`src/rtl/vga_pixel_fetch.sv`:
```
// rtl/vga_pixel_fetch.sv - raster-to-frame-buffer pixel fetch with RGB444 output and bank swap
//
// Purpose: turns the timing generator's raster counters into frame-buffer read
// addresses, captures the RGB565 read data and drives an RGB444 VGA connector.
// The frame is upscaled by 2^SCALE_LOG2 in both axes. Syncs are re-aligned to
// the colour pipeline, and the displayed bank is swapped on the vsync falling edge.
//
// Ports:
//   i_clk, i_rstn          pixel clock, asynchronous active-low reset
//   i_x, i_y               raster counters for the current cycle
//   i_video, i_hsync,
//   i_vsync                active flag / active-low syncs, lagging i_x/i_y by 1
//   o_rd_addr, o_rd_bank   frame-buffer read address (without bank bit) and bank
//   i_rd_data              RGB565 read data, MEM_LAT cycles after o_rd_addr
//   i_swap_req, o_swap_ack capture-side swap request (level) / one-cycle ack
//   i_test_pat             colour bars instead of frame-buffer data
//   o_r, o_g, o_b          RGB444 pixel
//   o_hsync, o_vsync       active-low syncs aligned to the RGB outputs
module vga_pixel_fetch #(
  parameter int          FB_W       = 320,
  parameter int          FB_H       = 240,
  parameter int          SCALE_LOG2 = 1,
  parameter int          ADDR_W     = 17,
  parameter int          MEM_LAT    = 1,
  parameter logic [11:0] BORDER_RGB = 12'h000
) (
  input  logic              i_clk,
  input  logic              i_rstn,
  input  logic [9:0]        i_x,
  input  logic [9:0]        i_y,
  input  logic              i_video,
  input  logic              i_hsync,
  input  logic              i_vsync,
  output logic [ADDR_W-1:0] o_rd_addr,
  output logic              o_rd_bank,
  input  logic [15:0]       i_rd_data,
  input  logic              i_swap_req,
  output logic              o_swap_ack,
  input  logic              i_test_pat,
  output logic [3:0]        o_r,
  output logic [3:0]        o_g,
  output logic [3:0]        o_b,
  output logic              o_hsync,
  output logic              o_vsync
);

  localparam logic [ADDR_W-1:0] FB_W_A = ADDR_W'(FB_W);

  logic [9:0]        xs;
  logic [9:0]        ys;
  logic              in_fb;
  logic [ADDR_W-1:0] addr_next;

  // Per-pixel attributes carried alongside the memory access; index k holds
  // the value for the pixel sampled k+1 cycles ago.
  logic [MEM_LAT:0]  fb_p;
  logic [MEM_LAT:0]  tp_p;
  logic [2:0]        bar_p [0:MEM_LAT];

  // The control inputs already lag by one cycle, so MEM_LAT taps plus the
  // output register give the 1+MEM_LAT total delay.
  logic [MEM_LAT-1:0] vid_d;
  logic [MEM_LAT-1:0] hs_d;
  logic [MEM_LAT-1:0] vs_d;

  logic        vs_prev;
  logic        vs_fall;
  logic [2:0]  bar;
  logic [11:0] rgb_next;

  // Low bits dropped by the RGB565 -> RGB444 truncation.
  logic unused_rd_bits;
  assign unused_rd_bits = ^{i_rd_data[11], i_rd_data[6:5], i_rd_data[0]};

  assign xs        = i_x >> SCALE_LOG2;
  assign ys        = i_y >> SCALE_LOG2;
  assign in_fb     = (32'(xs) < FB_W) && (32'(ys) < FB_H);
  assign addr_next = ADDR_W'(ys) * FB_W_A + ADDR_W'(xs);

  // Address holds outside the frame so it never leaves the buffer range.
  always_ff @(posedge i_clk or negedge i_rstn) begin
    if (!i_rstn) begin
      o_rd_addr <= '0;
    end else if (in_fb) begin
      o_rd_addr <= addr_next;
    end
  end

  always_ff @(posedge i_clk or negedge i_rstn) begin
    if (!i_rstn) begin
      fb_p  <= '0;
      tp_p  <= '0;
      vid_d <= '0;
      hs_d  <= '1;
      vs_d  <= '1;
      for (int k = 0; k <= MEM_LAT; k++) bar_p[k] <= 3'd0;
    end else begin
      fb_p     <= {fb_p[MEM_LAT-1:0], in_fb};
      tp_p     <= {tp_p[MEM_LAT-1:0], i_test_pat};
      bar_p[0] <= i_x[9:7];
      for (int k = 1; k <= MEM_LAT; k++) bar_p[k] <= bar_p[k-1];
      vid_d[0] <= i_video;
      hs_d[0]  <= i_hsync;
      vs_d[0]  <= i_vsync;
      for (int k = 1; k < MEM_LAT; k++) begin
        vid_d[k] <= vid_d[k-1];
        hs_d[k]  <= hs_d[k-1];
        vs_d[k]  <= vs_d[k-1];
      end
    end
  end

  assign bar = bar_p[MEM_LAT];

  // Bars run white, yellow, cyan, green, magenta, red, blue, black, so each
  // channel is simply an inverted bit of the bar index.
  always_comb begin
    rgb_next = 12'h000;
    if (vid_d[MEM_LAT-1]) begin
      if (tp_p[MEM_LAT]) begin
        rgb_next = {{4{~bar[1]}}, {4{~bar[2]}}, {4{~bar[0]}}};
      end else if (!fb_p[MEM_LAT]) begin
        rgb_next = BORDER_RGB;
      end else begin
        rgb_next = {i_rd_data[15:12], i_rd_data[10:7], i_rd_data[4:1]};
      end
    end
  end

  always_ff @(posedge i_clk or negedge i_rstn) begin
    if (!i_rstn) begin
      o_r     <= 4'h0;
      o_g     <= 4'h0;
      o_b     <= 4'h0;
      o_hsync <= 1'b1;
      o_vsync <= 1'b1;
    end else begin
      {o_r, o_g, o_b} <= rgb_next;
      o_hsync         <= hs_d[MEM_LAT-1];
      o_vsync         <= vs_d[MEM_LAT-1];
    end
  end

  // Swapping only on the raw vsync falling edge keeps the bank fixed for the
  // whole visible frame and limits swaps to one per frame.
  assign vs_fall = vs_prev & ~i_vsync;

  always_ff @(posedge i_clk or negedge i_rstn) begin
    if (!i_rstn) begin
      vs_prev    <= 1'b1;
      o_rd_bank  <= 1'b0;
      o_swap_ack <= 1'b0;
    end else begin
      vs_prev    <= i_vsync;
      o_swap_ack <= vs_fall & i_swap_req;
      if (vs_fall && i_swap_req) begin
        o_rd_bank <= ~o_rd_bank;
      end
    end
  end

endmodule

```
`config.mk`:
```
export PLATFORM = sky130hd
export DESIGN_NAME = vga_pixel_fetch
export DESIGN_NICKNAME = d
export VERILOG_FILES = /design/src/rtl/vga_pixel_fetch.sv
export SDC_FILE = /design/constraint.sdc
export NUM_CORES = 1
export LEC_CHECK = 0
export CORE_MARGIN = 2
export CORE_UTILIZATION = 44
export DETAILED_ROUTE_END_ITERATION = 16
export PLACE_DENSITY = 0.82
export SLEW_MARGIN = 40
export SYNTH_ARGS = -nofsm -noshare
export SYNTH_HDL_FRONTEND = slang
export SYNTH_SLANG_ARGS = --single-unit
```
`constraint.sdc`:
```
create_clock -name i_clk -period 1.5 [get_ports i_clk]
set_clock_uncertainty 0.05 [all_clocks]
set_input_delay 0.3 -clock i_clk [delete_from_list [all_inputs] [get_ports i_clk]]
set_output_delay 0.3 -clock i_clk [all_outputs]
set_load 0.03 [all_outputs]
```
[Word level (Yosys, flattened, before mapping)]
Index checks and enable logic that the tools add are counted.
Storage, ports and cells
  input bits: 43
  logic and storage cells: 31
  register bits: 46
Operators by class
  bitwise operators: 7
  add/subtract/negate cells: 1
  multipliers: 1
  mux-type cells: 3
  reduce and logical (&&, ||, !) cells: 2
  magnitude comparators: 2
Operators by type and width (number)
  12-bit two-way mux: 3
  17-bit by 9-bit adder with 17-bit output: 1
  9-bit by 3-bit multiplier with 11-bit output (second input constant): 1
  9-bit by 8-bit < comparator with 1-bit output (second input constant): 1
  9-bit < comparator (second input constant): 1
  1-bit NOT: 5
  1-bit AND: 2
  1-bit logical AND: 2

[Longest topological paths before layout]
Gate-level depths: netlist of the first run.
  depth in word-level cells: 3
  mapped depth: 9
  mapped depth without buffers: 9

[Worst setup path before layout of the first run]
OpenSTA, ideal clock, no wires.
  kind: input to register
  from: input port i_y[2]
  to: register o_rd_addr[15]
  setup slack: -908 ps
  cell stages on the path: 9
  data arrival time: 2275 ps
  library setup time: 83 ps
  path through: ha_1 ha_1 fa_1 a211oi_1 nor2_1 xor2_1 nand3_1 xor2_1 o21ai_0
Between the ends
  longest elaborated chain between the ends: 2
  elaborated cells between the ends (all ways): 4
  classes of those cells: add/sub (1); mul (1); order compare (1); reduce/logical (1)
Ends and longest elaborated chain
  from (decl): line 30  | input logic [9:0] i_y,
  9-bit by 3-bit multiplier with 11-bit output / 9-bit by 8-bit < comparator with 1-bit output (equally long branches): line 78, 77
  17-bit by 9-bit adder with 17-bit output / 1-bit logical AND (equally long branches): line 78, 77
  to (signal assigned): line 85  | o_rd_addr <= addr_next;
  to (decl): line 34  | output logic [ADDR_W-1:0] o_rd_addr,
Several ways; a longest one is shown, not always the timed one.
A chain may end at the register's enable or synchronous reset.

[Worst setup path after layout of the first run]
  from: input port i_y[4]
  to: register o_rd_addr[16]
Same word-level chain as after synthesis.

==> impl_metrics.py, run 1 <==
metrics = {
    "synthesis": {
        "ys_warn_count": 0,
        "synthesis.nets": 270,
        "ys_types": 41,
        "synth_top_family_by_area": "simple AND/OR/NAND/NOR gates",
        "synthCells": 208,
        "yosys.area_share.simple_pct": 17.66,
        "syn_area_sq_um": 2211,
        "synth_adder_area_share_pct": 11.43,
        "synthXorXnorAreaFrac_pct": 4.754,
        "ys_ff_latch": 46,
        "yosysSeqAreaShare_pct": 52.29,
        "synth_compound_area_share_pct": 12.00,
        "syn_area_per_cell_sq_um": 10.63,
        "synthMuxAreaShare_pct": 0,
    },
    "sta": {
        "final_hold_viol_count": 0,
        "rsz0062_at_grt": "true",
        "setup_viol": 7,
        "period_share_pct": 141.2,
        "tns_ns": -3.173,
        "final_max_slew_viol_count": 0,
        "period_needed_ns": 2.117,
        "max_slew_margin_pct": 68.00,
        "setup_slack_ns": -0.6175,
        "tightest_slew_ns": 0.4751,
        "max_freq_mhz": 472.3,
        "holdWs_ns": 0.1321,
    },
    "layout": {
        "layout.nets": 380,
        "syn2layout_area_growth_pct": 63.33,
        "antenna_cells": 0,
        "drive_above_1_share_pct": 31.35,
        "instances_no_fill": 386,
    },
    "drt": {
        "vias": 1872,
        "drcViolationCount": 0,
        "post_drt_wl_per_cell_microns": 14.08,
        "vias_per_cell": 4.850,
        "first_pass_iters": 4,
        "postRouteWirelength_mm": 5.436,
        "final_antenna_net_count": 0,
        "dr.first_iter.drc_count": 68,
    },
    "global_route": {
        "grt_pass1_wl_mm": 8.259,
        "grt_use_met1_pct": 24.00,
        "grt_overflow": 0,
        "grt_use_met2_pct": 35.77,
        "antenna_found_initial": 0,
        "grt_pass1_vias": 1859,
        "track_usage_pct": 19.58,
        "grt_util_met3_pct": 1.740,
        "top_usage_layer": "met2",
        "grt_start_max_net_pins": 23,
    },
    "power": {
        "power.density_nw_per_um2": 1028,
        "power_leakage_nw": 1.692,
        "total_power_w": 0.003711,
        "vdd_ir_drop_max_uv": 462.0,
    },
    "setup_path": {
        "start_kind": "primary input",
        "r2r_cells": 4,
        "critPathMaxFanout": 2,
        "r2r-end": "o_b[1]$_DFF_PN0_",
        "worstReg2RegStart": "tp_p[1]$_DFF_PN0_",
        "crit_arrival_ns": 2.29,
        "cp-end-kind": "flip-flop",
        "critPathKind": "primary input to flip-flop",
        "reg2reg_slack_ns": 0.39,
        "required_ns": 1.67,
    },
    "status": {
        "failed_checks": "setup timing",
        "status": "finished with violations",
    },
    "placed_design": {
        "dpl.hpwl_mm": 3.846,
        "port_buffers": 69,
        "gp_congestion": 0.8550,
        "placedCellCount": 372,
        "dp_slack_ns": -1.335,
    },
    "floorplan": {
        "coreArea_sq_um": 4786,
        "ios": 76,
        "dieArea_sq_um": 5608,
        "row_count": 25,
        "die-width_microns": 74.89,
        "die_h_microns": 74.89,
        "initial_core_util_pct": 46.20,
    },
    "clock_tree": {
        "clk_pin_slew_worst_paths_ns": 0.09,
        "cts_tree": "yes",
        "clkSinkCount": 46,
        "cts_htree_levels": 2,
        "insertion_delay_ns": 0.30,
        "cts_root_buf": "clkbuf_8",
        "ctsLongestPathBuffers": 2,
        "cts_made_buffers": 5,
    },
    "min_path": {
        "holdPathStages": 1,
        "min_path_type": "primary input to flip-flop",
        "holdPathEnd": "bar_p[5]$_DFF_PN0_",
        "hp-start": "i_x[9]",
    },
    "run": {
        "maxCapViolCount": 0,
    },
}
[critical path, cell delays in order]
cell,delay [ns]
buf_8,0.11
ha_4,0.26
ha_4,0.14
fa_2,0.21
a211oi_2,0.08
buf_4,0.14
or4b_4,0.54
o2111ai_4,0.12
nand4_2,0.13
xor2_1,0.15
o21ai_1,0.11
[cell families after synthesis]
family                   Yosys count
AND/OR/NAND/NOR                   81
flip-flops                        46
AO/OA/AOI/OAI                     39
adder cells (fa/ha/maj)           19
XOR/XNOR                          12
buffers and inverters             11
[per-stage QoR]
stage	area (sq um)	util, %
6_report	3611	75.45
5_1_grt	3611	75.45
4_1_cts	3552	74.22
3_5_place_dp	3318	69.33
3_3_place_gp	3318	69.33
2_1_floorplan	2312	-
[power breakdown]
| group | total (W) | internal [W] | switching (W) |
|---|---|---|---|
| logic | 0.00143 | 0.000651 | 0.000777 |
| clock network | 0.000822 | 0.000422 | 0.000400 |
| registers | 0.00146 | 0.00139 | 0.0000696 |
[registers in the layout (all words and copies together), names as in the netlist, 2 cells and up]
register and cells:
o_g 4, o_b 4, fb_p 2, tp_p 2, bar_p 3, bar 3
o_r 4, o_rd_addr 17
[cell usage in the layout (no fill, tap or decap), types with 3 or more instances in the layout]
master | netlist | layout
clkdlybuf4s50_1 | 0 | 23
a21boi_0 | 12 | 12
ha_1 | 17 | 3
nand2_1 | 49 | 48
xor2_1 | 8 | 6
o21ai_0 | 13 | 5
clkbuf_8 | 0 | 7
dfstp_2 | 4 | 4
ha_4 | 0 | 13
inv_1 | 5 | 4
buf_4 | 0 | 37
dfrtp_1 | 42 | 42
o21ai_1 | 1 | 8
nand2b_1 | 4 | 4
dlygate4sd2_1 | 0 | 34
nor2_1 | 11 | 9
buf_6 | 0 | 3
buf_2 | 0 | 5
[synth_stat cells (all sizes together)]
cell,number,area share (%)
dfrtp,42,48
a21oi,3,0.68
ha,17,9.6
o211ai,1,0.34
o2111ai,2,1.1
nand4,2,0.85
nor3,1,0.23
fa,2,1.8
nand2b,4,1.1
o31ai,1,0.34
nor4,1,0.96
or3b,2,0.79
nor3b,1,0.34
a21o,1,0.34
nor4b,1,0.40
xor2,8,3.2
o21ai,14,3.2
a21boi,12,4.1
and3b,1,0.40
clkinv,1,0.17
a211oi,2,0.91
or4b,1,0.45
a31oi,1,0.28
xnor2,4,1.6
nand2,49,8.3
nor2b,2,0.57
dfstp,4,4.8
or2,1,0.28
o21ba,1,0.45
nand3,2,0.45
clkbuf,5,0.85
and2,1,0.28
o21a,1,0.34
nand3b,1,0.34
inv,5,0.85
nor2,11,1.9
[layer usage]
metal,part of all wire [%],routed length [microns],vias up
met1,41,2243,875
met3,5.7,309,7
met4,1.6,89,0
met2,51,2794,66
li1,-,-,924
met5,0,0,-
[worst max-delay path by stage]
stage / start / endpoint / slack [ns] / depth (start not counted)
finish: i_y[4] / o_rd_addr[16]$_DFFE_PN0P_ / -0.62 / 11
global route: i_y[4] / o_rd_addr[16]$_DFFE_PN0P_ / -0.76 / 11
CTS: i_y[4] / o_rd_addr[16]$_DFFE_PN0P_ / -0.61 / 11
detailed placement: i_y[5] / o_rd_addr[15]$_DFFE_PN0P_ / -1.34 / 9
global placement: i_y[5] / o_rd_addr[16]$_DFFE_PN0P_ / -1.24 / 9
floorplan: i_y[2] / o_rd_addr[16]$_DFFE_PN0P_ / -0.63 / 9
[timing repair]
item                       4_1_cts  5_1_grt
resized for setup               88       14
hold buffers                     1        0
setup endpoints to repair       49       12
buffers inserted                 4        1
hold endpoints to repair        11        0
pin swaps                       22        1
[layout make-up]
class / count / area [sq um]
multi-input cells: 151 / 1296
clock buffers: 7 / 96.34
clock inverters: 1 / 8.758
inverters: 6 / 26.28
well taps: 67 / 83.83
flip-flops and latches: 46 / 1156
repair buffers: 108 / 943.4
fillers: 323 / 1175
Note: power is estimated with default switching activity, not from simulation.
==> inputs of run 2 (changes only) <==
- CORE_UTILIZATION: 44 -> 45
- PLACE_DENSITY: 0.82 -> 0.84
- clock period: 1.5 -> 2.2 ns (I/O delays scaled with it)
==> run 2 against run 1 <==
  * The flow now finishes without violations
  * Count of clock-buffer cells in the layout is 2 lower
  * Global-route usage rose by 1.6 points
  * Sequential power decreased by 32%
  * First-iteration DRC count shrank 8.8%
  * Non-clock buffer count fell by 6
  * Cell area decreased by 1.6%
  * Worst setup slack gained 0.65 ns
  * Clock power down 25%
  * Combinational power down 31%
==> impl_metrics.py, run 2 (synthesis gave the netlist of run 1 again) <==
metrics = {
    "sta": {
        "tightest_slew_ns": 0.7004,
        "period_share_pct": 98.67,
        "max_freq_mhz": 460.7,
        "period_needed_ns": 2.171,
        "setup_slack_ns": 0.02931,
        "tns_ns": 0,
        "rsz0062_at_grt": "true",
        "max_slew_margin_pct": 53.21,
        "setup_viol": 0,
        "final_max_slew_viol_count": 0,
        "final_hold_viol_count": 0,
    },
    "floorplan": {
        "ios": 76,
        "initial_core_util_pct": 46.81,
        "row_count": 25,
        "die-width_microns": 74.10,
        "die_h_microns": 74.10,
        "dieArea_sq_um": 5490,
        "coreArea_sq_um": 4723,
    },
    "setup_path": {
        "required_ns": 2.33,
        "critPathMaxFanout": 4,
        "start_kind": "primary input",
        "cp-end-kind": "flip-flop",
        "r2r-end": "o_r[0]$_DFF_PN0_",
        "worstReg2RegStart": "tp_p[1]$_DFF_PN0_",
        "reg2reg_slack_ns": 0.75,
        "critPathKind": "primary input to flip-flop",
        "crit_arrival_ns": 2.30,
        "r2r_cells": 3,
    },
    "power": {
        "power.density_nw_per_um2": 732.0,
        "switching_share_pct": 32.34,
        "p_clk_share_pct": 23.8,
        "combPwrFrac_pct": 37.8,
        "vdd_ir_drop_max_uv": 315.3,
        "switching_power_w": 0.0008415,
        "power_leakage_nw": 1.542,
        "p_int_w": 0.001761,
        "p_seq_share_pct": 38.5,
    },
    "clock_tree": {
        "clkSinkCount": 46,
        "clk_pin_slew_worst_paths_ns": 0.09,
        "cts_root_buf": "clkbuf_8",
        "cts_tree": "yes",
        "cts_htree_levels": 2,
        "insertion_delay_ns": 0.30,
        "ctsLongestPathBuffers": 2,
        "cts_made_buffers": 5,
    },
    "layout": {
        "largest-register": "o_rd_addr",
        "layout_commonest_cell": "clkdlybuf4s50_1",
        "drive_above_1_share_pct": 28.43,
        "layout.nets": 374,
        "antenna_cells": 0,
        "syn2layout_area_growth_pct": 60.78,
        "largest_register_ffs": 17,
        "layout_common_cells": "clkdlybuf4s50_1, nand2_1, dfrtp_1",
    },
    "min_path": {
        "holdPathEnd": "tp_p[1]$_DFF_PN0_",
        "min_path_type": "flip-flop to flip-flop",
        "holdPathStages": 0,
        "hp-start": "tp_p[0]$_DFF_PN0_",
    },
    "global_route": {
        "track_usage_pct": 21.18,
        "grt_overflow": 0,
        "grt_start_max_net_pins": 23,
        "grt_pass1_vias": 1893,
        "antenna_found_initial": 0,
        "grt_pass1_wl_mm": 8.707,
    },
    "drt": {
        "final_antenna_net_count": 0,
        "vias": 1859,
        "drcViolationCount": 0,
        "post_drt_wl_per_cell_microns": 13.97,
        "vias_per_cell": 4.892,
        "dr.first_iter.drc_count": 62,
        "first_pass_iters": 4,
        "postRouteWirelength_mm": 5.307,
    },
    "status": {
        "status": "finished, final reports clean",
    },
    "placed_design": {
        "dp_slack_ns": -0.7416,
        "gp_congestion": 0.8665,
        "port_buffers": 69,
        "dpl.hpwl_mm": 3.959,
    },
    "run": {
        "maxCapViolCount": 0,
    },
}
run 2: cell types whose count changed in the layout (fill, tap and decap cells not counted), moves of 2 or more:
cell             change
dlygate4sd2_1       -32
o21ai_1              -3
buf_6                -3
o21ai_0              +3
buf_4                -5
clkbuf_8             -2
clkdlybuf4s50_1     +34
clkbuf_2             +2
run 2: worst max-delay path by stage:
| stage | start | to | depth (start not counted) |
|---|---|---|---|
| after floorplan | i_y[2] | o_rd_addr[16]$_DFFE_PN0P_ | 9 |
| after global placement | i_y[5] | o_rd_addr[16]$_DFFE_PN0P_ | 9 |
| after detailed placement | i_y[2] | o_rd_addr[15]$_DFFE_PN0P_ | 10 |
| after CTS | i_y[4] | o_rd_addr[15]$_DFFE_PN0P_ | 10 |
| after global routing | i_y[4] | o_rd_addr[15]$_DFFE_PN0P_ | 10 |
| final | i_y[5] | o_rd_addr[15]$_DFFE_PN0P_ | 9 |
run 2: final cells by class:
class | count | area, sq um
Inverter | 6 | 22.52
Multi-Input combinational cell | 151 | 1271
Timing Repair Buffer | 102 | 908.4
Clock inverter | 3 | 43.79
Sequential cell | 46 | 1156
Clock buffer | 5 | 68.82
Fill cell | 327 | 1169
Tap cell | 67 | 83.83
run 2: repair_timing:
| action | 4_1_cts | 5_1_grt |
|---|---|---|
| pin swaps | 24 | 6 |
| gates resized for setup | 59 | 6 |
| gates cloned | 0 | 0 |
| setup buffers | 2 | 1 |
| hold buffers | 1 | 0 |
| setup endpoints to repair | 6 | 4 |
| hold endpoints to repair | 7 | 0 |
run 2: metrics by stage:
stage	std cells	utilization [%]	power, W	area (sq um)	hold WS, ns
after floorplan	208	-	0.001504	2310	0.09441
after global routing	380	75.26	0.002736	3555	0.3114
after CTS	379	75.47	0.002610	3565	0.3067
after detailed placement	368	69.40	0.001922	3278	0.2549
after global placement	368	69.40	0.001898	3278	0.2503
final	380	75.26	0.002602	3555	0.3057
run 2: power groups by stage:
stage	Sequential, W	Combinational (W)	Clock (W)
2_1_floorplan	0.00119	0.000312	0
3_3_place_gp	0.00101	0.000885	0
3_5_place_dp	0.00102	0.000903	0
4_1_cts	0.00100	0.000978	0.000629
5_1_grt	0.00101	0.00106	0.000659
6_report	0.00100	0.000982	0.000619
run 2: critical path, stage by stage:
cell and delay, ns:
buf_2 0.14, ha_4 0.27, ha_4 0.25, a211oi_4 0.32, nor4b_1 0.10, or3b_4 0.41, nand3_1 0.12, xor2_1 0.17
o21ai_1 0.08
run 2: metal layers:
metal	wire length [microns]	GRT usage (%)	part of all wire, %
met2	2770	40.18	52
met3	330	2.710	6.2
met5	0	0	0
met1	2101	24.14	40
met4	105	7.879	2.0
==> inputs of run 3 (changes only) <==
- CAP_MARGIN: default -> 20
==> results of run 3 <==
No change in the layout: final DEF, timing and power equal those of run 2.
